==> src/rtl/mips_muldiv_unit.sv <==
// Iterative multiply/divide unit with architectural HI/LO registers.
// MULT/MULTU use radix-2 shift-add and DIV/DIVU use restoring shift-subtract.
// Both run on operand magnitudes, and the sign is corrected in the FIX state.
// Latency from the issue edge to the rising edge of done is WIDTH+2 edges.
module mips_muldiv_unit #(
  parameter int WIDTH = 32
) (
  input  logic             i_clk_w,
  input  logic             i_rst_w,
  input  logic             i_start_w,
  input  logic [2:0]       i_op_w,
  input  logic [WIDTH-1:0] i_a_w,
  input  logic [WIDTH-1:0] i_b_w,
  output logic             o_busy_w,
  output logic             o_done_w,
  output logic [WIDTH-1:0] o_hi_w,
  output logic [WIDTH-1:0] o_lo_w,
  output logic             o_div_by_zero_w
);

  localparam int CW = $clog2(WIDTH + 1);
  localparam logic [WIDTH-1:0]   ONE_W  = WIDTH'(1);
  localparam logic [2*WIDTH-1:0] ONE_2W = (2*WIDTH)'(1);

  typedef enum logic [1:0] {IDLE, RUN, FIX, DONE} state_t;

  state_t             state_q, state_d;
  logic [CW-1:0]      cnt_q, cnt_d;
  logic [2*WIDTH-1:0] acc_q, acc_d;     // {HI-half, LO-half}: product, or {remainder, quotient}
  logic [WIDTH-1:0]   opnd_q, opnd_d;   // multiplicand or divisor magnitude
  logic [WIDTH-1:0]   a_q, a_d;         // raw dividend, returned in HI on divide by zero
  logic [WIDTH-1:0]   hi_q, hi_d, lo_q, lo_d;
  logic               is_div_q, is_div_d;
  logic               sa_q, sa_d, sb_q, sb_d;
  logic               dz_q, dz_d;       // pending divide-by-zero of the op in flight
  logic               dbz_q, dbz_d;     // architectural flag

  // Conditional two's-complement negation
  function automatic logic [WIDTH-1:0] cneg_w(input logic [WIDTH-1:0] v, input logic en);
    cneg_w = en ? (~v + ONE_W) : v;
  endfunction

  function automatic logic [2*WIDTH-1:0] cneg_2w(input logic [2*WIDTH-1:0] v, input logic en);
    cneg_2w = en ? (~v + ONE_2W) : v;
  endfunction

  // Issue-time sign extraction and magnitudes (signed ops have op[0] == 0)
  logic             iss_sa, iss_sb;
  logic [WIDTH-1:0] mag_a, mag_b;
  assign iss_sa = i_a_w[WIDTH-1] & ~i_op_w[0];
  assign iss_sb = i_b_w[WIDTH-1] & ~i_op_w[0];
  assign mag_a  = cneg_w(i_a_w, iss_sa);
  assign mag_b  = cneg_w(i_b_w, iss_sb);

  // One shift-add multiply step: conditionally add the multiplicand to the upper half, then shift right
  logic [WIDTH:0]     mul_sum;
  logic [2*WIDTH-1:0] mul_next;
  assign mul_sum  = {1'b0, acc_q[2*WIDTH-1:WIDTH]} + {1'b0, (acc_q[0] ? opnd_q : '0)};
  assign mul_next = {mul_sum, acc_q[WIDTH-1:1]};

  // One restoring divide step: shift the next dividend bit into the remainder and subtract if it fits
  logic [WIDTH:0]     div_shift;
  logic [WIDTH-1:0]   div_diff;
  logic               div_fit;
  logic [2*WIDTH-1:0] div_next;
  assign div_shift = {acc_q[2*WIDTH-1:WIDTH], acc_q[WIDTH-1]};
  assign div_fit   = (div_shift >= {1'b0, opnd_q});
  assign div_diff  = div_shift[WIDTH-1:0] - opnd_q;
  assign div_next  = div_fit ? {div_diff, acc_q[WIDTH-2:0], 1'b1}
                             : {div_shift[WIDTH-1:0], acc_q[WIDTH-2:0], 1'b0};

  // Next-state and datapath update
  always_comb begin
    state_d  = state_q;
    cnt_d    = cnt_q;
    acc_d    = acc_q;
    opnd_d   = opnd_q;
    a_d      = a_q;
    hi_d     = hi_q;
    lo_d     = lo_q;
    is_div_d = is_div_q;
    sa_d     = sa_q;
    sb_d     = sb_q;
    dz_d     = dz_q;
    dbz_d    = dbz_q;
    case (state_q)
      IDLE: begin
        if (i_start_w) begin
          if (!i_op_w[2]) begin
            state_d  = RUN;
            cnt_d    = CW'(WIDTH);
            is_div_d = i_op_w[1];
            sa_d     = iss_sa;
            sb_d     = iss_sb;
            a_d      = i_a_w;
            acc_d    = {{WIDTH{1'b0}}, (i_op_w[1] ? mag_a : mag_b)};
            opnd_d   = i_op_w[1] ? mag_b : mag_a;
            dz_d     = i_op_w[1] && (i_b_w == '0);
            dbz_d    = 1'b0;
          end else if (!i_op_w[1]) begin
            if (i_op_w[0]) lo_d = i_a_w;
            else           hi_d = i_a_w;
          end
        end
      end
      RUN: begin
        if (cnt_q != '0) begin
          cnt_d = cnt_q - CW'(1);
          acc_d = is_div_q ? div_next : mul_next;
        end else begin
          state_d = FIX;
        end
      end
      FIX: begin
        state_d = DONE;
        dbz_d   = dz_q;
        if (!is_div_q) begin
          {hi_d, lo_d} = cneg_2w(acc_q, sa_q ^ sb_q);
        end else if (dz_q) begin
          hi_d = a_q;
          lo_d = '1;
        end else begin
          lo_d = cneg_w(acc_q[WIDTH-1:0], sa_q ^ sb_q);
          hi_d = cneg_w(acc_q[2*WIDTH-1:WIDTH], sa_q);
        end
      end
      DONE: state_d = IDLE;
      default: state_d = IDLE;
    endcase
  end

  // Control and architectural registers, cleared by reset
  always_ff @(posedge i_clk_w) begin
    if (!i_rst_w) begin
      state_q <= IDLE;
      cnt_q   <= '0;
      hi_q    <= '0;
      lo_q    <= '0;
      dz_q    <= 1'b0;
      dbz_q   <= 1'b0;
    end else begin
      state_q <= state_d;
      cnt_q   <= cnt_d;
      hi_q    <= hi_d;
      lo_q    <= lo_d;
      dz_q    <= dz_d;
      dbz_q   <= dbz_d;
    end
  end

  // Working datapath registers, only meaningful after an accepted issue
  always_ff @(posedge i_clk_w) begin
    acc_q    <= acc_d;
    opnd_q   <= opnd_d;
    a_q      <= a_d;
    is_div_q <= is_div_d;
    sa_q     <= sa_d;
    sb_q     <= sb_d;
  end

  assign o_busy_w        = (state_q == RUN) || (state_q == FIX);
  assign o_done_w        = (state_q == DONE);
  assign o_hi_w          = hi_q;
  assign o_lo_w          = lo_q;
  assign o_div_by_zero_w = dbz_q;

endmodule

==> config.mk <==
export PLATFORM = sky130hd
export DESIGN_NAME = mips_muldiv_unit
export DESIGN_NICKNAME = d
export VERILOG_FILES = /design/src/rtl/mips_muldiv_unit.sv
export SDC_FILE = /design/constraint.sdc
export NUM_CORES = 1
export LEC_CHECK = 0
export CAP_MARGIN = 20
export CORE_ASPECT_RATIO = 1.4
export CORE_MARGIN = 4
export CORE_UTILIZATION = 38
export CTS_BUF_LIST = sky130_fd_sc_hd__clkbuf_4 sky130_fd_sc_hd__clkbuf_8
export DETAILED_ROUTE_END_ITERATION = 8
export SETUP_SLACK_MARGIN = 0.5
export SYNTH_ARGS = -nofsm -noshare
export SYNTH_HDL_FRONTEND = slang
export SYNTH_SLANG_ARGS = --single-unit
==> constraint.sdc <==
create_clock -name i_clk_w -period 3.6 [get_ports i_clk_w]
set_input_delay 0.54 -clock i_clk_w [delete_from_list [all_inputs] [get_ports i_clk_w]]
set_output_delay 0.54 -clock i_clk_w [all_outputs]
set_load 0.02 [all_outputs]
==> reports/qor.csv, run 1 <==
stage,metric,value,unit
floorplan,die-area,47500,um2
synthesis,synthAdderAreaFrac,5.78,%
route,final_antenna_net_count,0,
timing,rsz0062_at_grt,yes,
floorplan,die_h,256,um
synthesis,ys_types,76,
synthesis,synthTopCellsByArea,"edfxtp_1 24%, dfxtp_1 8.9%, a21oi_1 6.3%",
route,drtPass1Iterations,6,
synthesis,synth_top_area_cell,edfxtp_1,
setup_path,crit_path_cell_trace,inv_2 -> buf_6 -> ha_4 -> or4b_4 -> or3_4 -> or4_4 -> nor2_2 -> buf_6 -> nand4_1 -> nand2_1 -> xnor2_1 -> o21ai_1 -> o22ai_1,
setup_path,cpMaxStageDelayCell,or4_4,
power_and_ir_drop,power.density,863,nW/um2
clocking,root_buffer,clkbuf_8,
clocking,cts_max_path_buffers,3,
timing,finalCritPeriodShare,94.5,%
synthesis,synth-async-reset-ratio,0,%
global_routing,antenna_found_initial,4,
setup_path,cpMostUsedCell,buf_6,
synthesis,synth-edff-count,131,
final_layout,area_growth,36.0,%
synthesis,synth_area_per_cell,8.16,um2
clocking,cts.clk_slew.worst_paths,0.06,ns
synthesis,synth_most_common_cell,a21oi_1,
timing,slew_violations,0,
route,routed_wl,71900,um
power_and_ir_drop,ir_drop,0.411,mV
synthesis,ys.warnings.count,0,
timing,period_needed,3.40,ns
placement,hpwlAfterDp,53600,um
hold_path,hp-class,reg2reg,
setup_path,startpoint_type,flip-flop,
clocking,htree_levels,2,
synthesis,synth_xor_area_share,10.0,%
global_routing,grtUsageTotal,28.9,%
run,max_cap_violations,0,
placement,gp_congestion,0.965,
global_routing,grt_pass1_wl,106000,um
timing,finalSetupViolCount,0,
floorplan,die_x,185,um
floorplan,rows,90,
synthesis,yosys.area_share.simple,18.3,%
global_routing,grt_pass1_vias,17800,
route,vias,17800,
clocking,cts_tree,built,
route,routedWlPerCell,24.1,um
setup_path,end_kind,flip-flop,
synthesis,syn-cell-area,16700,um2
timing,relSlewSlack,42.7,%
setup_path,cp.required,4.05,ns
route,drtIter0Drc,1396,
final_layout,drive_gt1_share,23.9,%
timing,fin_skew,0.0503,ns
clocking,clock_latency,0.60,ns
final_layout,nNetsFinal,2546,
synthesis,synth_top_family_by_area,compound AO/OA/AOI/OAI gates,
synthesis,netlist_instances,2049,
synthesis,ys_seq_elements,205,
route,drc,0,
synthesis,synth_ff_type,edfxtp_1,
timing,worstMarginPinSlew,0.857,ns
floorplan,start_util,38.6,%
timing,max_freq,294,MHz
floorplan,ios,137,
timing,final.setup.tns,0,ns
placement,io_buffers,136,
power_and_ir_drop,p_leak,8.92,nW
synthesis,synth_nets,2195,
synthesis,synth_compound_area_share,23.2,%
final_layout,seq_area,5420,um2
timing,hold_viol,0,
synthesis,yosysSeqAreaShare,32.4,%
setup_path,cp_slowest_stage_delay,0.59,ns
route,vias_per_cell,5.97,
setup_path,cp_max_fo,4,
synthesis,synthMuxAreaShare,5.61,%
clocking,cts_buffers,36,
run_status,status,"finished, final reports clean",
power_and_ir_drop,finalPower,19.6,mW
clocking,cts.sinks,205,
synthesis,ys_top_cells_by_count,"210 x a21oi_1, 207 x nand2_1, 199 x nor2_1",
setup_path,worstSetupPathType,reg2reg,
final_layout,multi_input_area,11600,um2
global_routing,grt_max_degree,76,
synthesis,yosysTopAreaCellShare,23.5,%
floorplan,core_area,43400,um2
global_routing,overflow,0,
setup_path,crit_arrival,3.85,ns
final_layout,num-fill-cells,4039,
worst paths after layout:
check | endpoint | startpoint | depth (start not counted) | slack [ns]
worst max-delay path | o_hi_w[10] | acc_q[0] | 13 | 0.20
worst min-delay path | o_lo_w[21] | o_lo_w[21] | 2 | 0.45
worst max register to register | o_hi_w[10] | acc_q[0] | 13 | 0.20
worst min register to register | o_lo_w[21] | o_lo_w[21] | 2 | 0.45
cells by family (layout without fill, tap and decap cells):
family / after synthesis / count (layout)
other: 0 / 2
flip-flops: 205 / 205
AND/OR/NAND/NOR: 653 / 653
adder cells (fa/ha/maj): 76 / 76
multiplexers: 93 / 93
XOR/XNOR: 191 / 191
buffers and inverters: 213 / 591
AO/OA/AOI/OAI: 618 / 618
metrics by stage:
stage / std cells / setup WS [ns] / area (um2) / hold slack (ns) / util [%]
2_1_floorplan: 2049 / 0.404 / 16800 / 0.482 / -
3_3_place_gp: 2824 / -0.0326 / 20000 / 0.445 / 46.2
3_5_place_dp: 2824 / -0.00111 / 20000 / 0.444 / 46.2
4_1_cts: 2936 / 0.313 / 21700 / 0.455 / 50.0
5_1_grt: 2980 / 0.138 / 22700 / 0.475 / 52.5
6_report: 2981 / 0.197 / 22700 / 0.454 / 52.5
where the power goes:
part / total [mW] / leakage, nW / switching [mW] / internal [mW]
combinational: 13.3 / 6.68 / 7.58 / 5.75
clock: 2.30 / 0.399 / 1.08 / 1.23
sequential: 4.01 / 1.84 / 0.557 / 3.45
total: 19.6 / 8.92 / 9.22 / 10.4
area by class of cell:
| cell class | count | share of cell area, % |
|---|---|---|
| multi-input combinational | 1631 | 51.1 |
| sequential | 205 | 23.8 |
| timing repair buffer | 441 | 17.4 |
| clock buffer | 57 | 3.04 |
| tap | 552 | 3.04 |
| inverter | 85 | 1.42 |
| clock inverter | 8 | 0.226 |
| antenna | 2 | 0.0220 |
per-layer routing:
metal	GRT usage (%)	part of all wire, %	wire length (um)	vias to the layer above
li1	-	-	-	8210
met1	32.4	37	26400	8587
met2	49.9	50	35600	731
met3	3.98	5.4	3850	268
met4	19.5	8.4	6020	4
met5	0	0.038	27	-
state kept, by name (all words and copies together) (netlist names):
register and cells:
a_q 32, sb_q 1, dz_q 1, acc_q 64, state_q 2, o_lo_w 32
cnt_q 6, sa_q 1, o_div_by_zero_w 1, opnd_q 32, o_hi_w 32, is_div_q 1
critical path: cells and delay by family, from the launching register on:
family                   cells  cell delay, ns
AO/OA/AOI/OAI                2            0.30
XOR/XNOR                     1            0.09
adder cells (fa/ha/maj)      1            0.12
buffers and inverters        3            0.32
flip-flops                   1            0.40
AND/OR/NAND/NOR              6            2.06
cell usage in the layout (no fill, tap or decap), drive strengths merged, types with 35 or more instances in the layout:
| master | n |
|---|---|
| nand2 | 207 |
| xor2 | 86 |
| a21oi | 210 |
| clkbuf | 60 |
| xnor2 | 105 |
| a31oi | 35 |
| nor3 | 52 |
| nand3 | 42 |
| o221ai | 39 |
| clkdlybuf4s50 | 135 |
| nor2 | 199 |
| inv | 86 |
| ha | 74 |
| dfxtp | 74 |
| o21ai | 134 |
| edfxtp | 131 |
| mux2i | 87 |
| buf | 303 |
timing repair:
| action | CTS | global route |
|---|---|---|
| hold buffers | 0 | 0 |
| pin swaps | 50 | 90 |
| setup endpoints to repair | 61 | 112 |
| gates resized for setup | 124 | 150 |
| cloned | 0 | 3 |
| buffers inserted | 47 | 39 |
No activity file was read; power rests on OpenSTA's default activity.
==> run 2: changes to the inputs <==
--- a/config.mk
+++ b/config.mk
@@ -5,7 +5,6 @@
 export SDC_FILE = /design/constraint.sdc
 export NUM_CORES = 1
 export LEC_CHECK = 0
-export CAP_MARGIN = 20
 export CORE_ASPECT_RATIO = 1.4
 export CORE_MARGIN = 4
 export CORE_UTILIZATION = 38
==> run 2 against run 1 <==
- global-route usage unchanged
- first-iteration DRC count up 4.7%
- maximum frequency down 0.19%
- design area down 0.10%
- critical path depth unchanged
- worst hold slack about the same
- clock-buffer cell count unchanged
- highest routed layer unchanged
==> reports/qor.csv, run 2 (synthesis gave the netlist of run 1 again) <==
stage,metric,value,unit
floorplan,die_x,185,um
placement,io_buffers,136,
timing,period_needed,3.41,ns
setup_path,path_buf_inv,3,
route,met3_length,4030,um
timing,hold_ws,0.454,ns
timing,finalSetupViolCount,0,
route,vias_per_cell,5.98,
run_status,status,"finished, final reports clean",
floorplan,die_h,256,um
power_and_ir_drop,ir_drop,0.410,mV
global_routing,grt_max_degree,76,
power_and_ir_drop,switching_power,9.22,mW
route,top_layer_used,met5,
timing,rsz0062_at_grt,yes,
power_and_ir_drop,clkPwrFrac,11.7,%
route,routedWlPerCell,24.1,um
clocking,htree_levels,2,
timing,hold_viol,0,
setup_path,cpMostUsedCell,buf_6,
setup_path,cpMaxStageDelayCell,or4_4,
setup_path,r2r-start,acc_q[0],
setup_path,crit_family,simple AND/OR/NAND/NOR gates,
timing,slew_violations,0,
final_layout,final_common_cell,buf_4,
route,routed_wl,71900,um
floorplan,die-area,47500,um2
final_layout,area_growth,35.9,%
floorplan,rows,90,
route,drt-met1-wl,26200,um
setup_path,end_kind,flip-flop,
route,drc,0,
power_and_ir_drop,internal-power,10.4,mW
setup_path,startpoint_type,flip-flop,
setup_path,timing.rr.end,o_hi_w[10],
timing,max_freq,293,MHz
timing,finalCritPeriodShare,94.7,%
run,max_cap_violations,0,
global_routing,antenna_found_initial,4,
floorplan,start_util,38.6,%
setup_path,rr_worst_depth,13,
clocking,cts_max_path_buffers,3,
final_layout,drive_gt1_share,23.8,%
hold_path,min_to,o_lo_w[26],
final_layout,stdcell_count,2980,
timing,fin_skew,0.0516,ns
setup_path,r2r_slack,0.19,ns
final_layout,nNetsFinal,2545,
route,drtPass1Iterations,5,
clocking,hold_buffers,0,
power_and_ir_drop,p_leak,8.90,nW
setup_path,cp.required,4.05,ns
global_routing,grt_pass1_wl,106000,um
clocking,clock_latency,0.60,ns
timing,relSlewSlack,19.5,%
power_and_ir_drop,seq_power_share,20.4,%
setup_path,cp_max_fo,4,
clocking,cts_buffers,36,
route,drtIter0Drc,1461,
setup_path,crit_path_cell_trace,inv_2 -> buf_6 -> ha_4 -> or4b_4 -> or3_4 -> or4_4 -> nor2_2 -> buf_6 -> nand4_1 -> nand2_1 -> xnor2_1 -> o21ai_1 -> o22ai_1,
final_layout,largest-register,acc_q,
setup_path,cp_slowest_stage_delay,0.59,ns
placement,gp_congestion,0.965,
power_and_ir_drop,swShare,47.0,%
clocking,cts.sinks,205,
final_layout,largest_reg_flops,64,
clocking,cts_tree,built,
clocking,root_buffer,clkbuf_8,
timing,worstMarginPinSlew,1.20,ns
route,final_antenna_net_count,0,
floorplan,ios,137,
hold_path,hp-start,o_lo_w[26],
hold_path,hold_depth,2,
global_routing,grt_pass1_vias,17800,
final_layout,mostFrequentLayoutCells,"263 x buf_4, 200 x nand2_1, 187 x nor2_1",
power_and_ir_drop,p_comb_share,67.8,%
global_routing,grtUsageTotal,28.9,%
route,wl_met2,35600,um
hold_path,hp-class,reg2reg,
placement,hpwlAfterDp,53600,um
placement,dp_cells,2824,
setup_path,worstSetupPathType,reg2reg,
setup_path,path_depth,13,
global_routing,overflow,0,
setup_path,crit_arrival,3.86,ns
power_and_ir_drop,power.density,863,nW/um2
floorplan,core_area,43400,um2
route,vias,17800,
clocking,cts.clk_slew.worst_paths,0.08,ns
[run 2: cell count changes in the layout (fill, tap and decap cells not counted), sizes merged]
cell  before  now
buf      303  302
[run 2: per-layer routing]
metal  vias up  GRT usage, %
met3       253          3.98
li1       8207             -
met5         -             0
met4         4          19.5
met2       768          49.9
met1      8589          32.4
[run 2: power by group through the flow]
stage / registers [mW] / clock network, mW / logic (mW)
6_report: 4.01 / 2.30 / 13.3
5_1_grt: 4.07 / 2.44 / 14.2
4_1_cts: 3.99 / 2.34 / 11.9
3_5_place_dp: 4.03 / 0 / 10.9
3_3_place_gp: 4.02 / 0 / 10.8
2_1_floorplan: 4.17 / 0 / 6.64
[run 2: worst reg2reg max path, stage by stage (launching register included)]
cell and delay [ns]:
edfxtp_1 0.40, inv_2 0.08, buf_6 0.10, ha_4 0.12, or4b_4 0.47, or3_4 0.46
or4_4 0.59, nor2_2 0.12, buf_6 0.14, nand4_1 0.26, nand2_1 0.16, xnor2_1 0.09
o21ai_1 0.19, o22ai_1 0.11
[run 2: through the flow]
step | area [um2] | util (%) | setup slack (ns) | total power [mW] | TNS, ns
3_5_place_dp | 20000 | 46.2 | -0.00111 | 14.9 | -0.00111
5_1_grt | 22700 | 52.4 | 0.138 | 20.8 | 0
6_report | 22700 | 52.4 | 0.191 | 19.6 | 0
4_1_cts | 21700 | 50.0 | 0.313 | 18.2 | 0
3_3_place_gp | 20000 | 46.2 | -0.0326 | 14.9 | -0.0510
2_1_floorplan | 16800 | - | 0.404 | 10.8 | 0
[run 2: layout make-up]
type                       count  area [um2]
fill                        4040       20600
multi-input combinational   1631       11600
sequential                   205        5420
timing repair buffer         440        3930
clock buffer                  57         691
tap                          552         691
inverter                      85         323
clock inverter                 8        51.3
antenna                        2        5.00
[run 2: what timing repair did]
item	4_1_cts	5_1_grt
pin swaps	50	92
buffers inserted	47	39
setup endpoints to repair	61	112
gates cloned	0	3
resized for setup	124	151
[run 2: worst max-delay path by stage]
| stage | from | end | slack (ns) |
|---|---|---|---|
| 6_report | acc_q[0] | o_hi_w[10] | 0.19 |
| 3_3_place_gp | i_a_w[2] | acc_q[29] | -0.03 |
| 2_1_floorplan | acc_q[0] | o_hi_w[24] | 0.40 |
| 5_1_grt | acc_q[0] | acc_q[62] | 0.14 |
| 3_5_place_dp | i_a_w[2] | acc_q[29] | -0.001 |
| 4_1_cts | acc_q[0] | acc_q[62] | 0.31 |
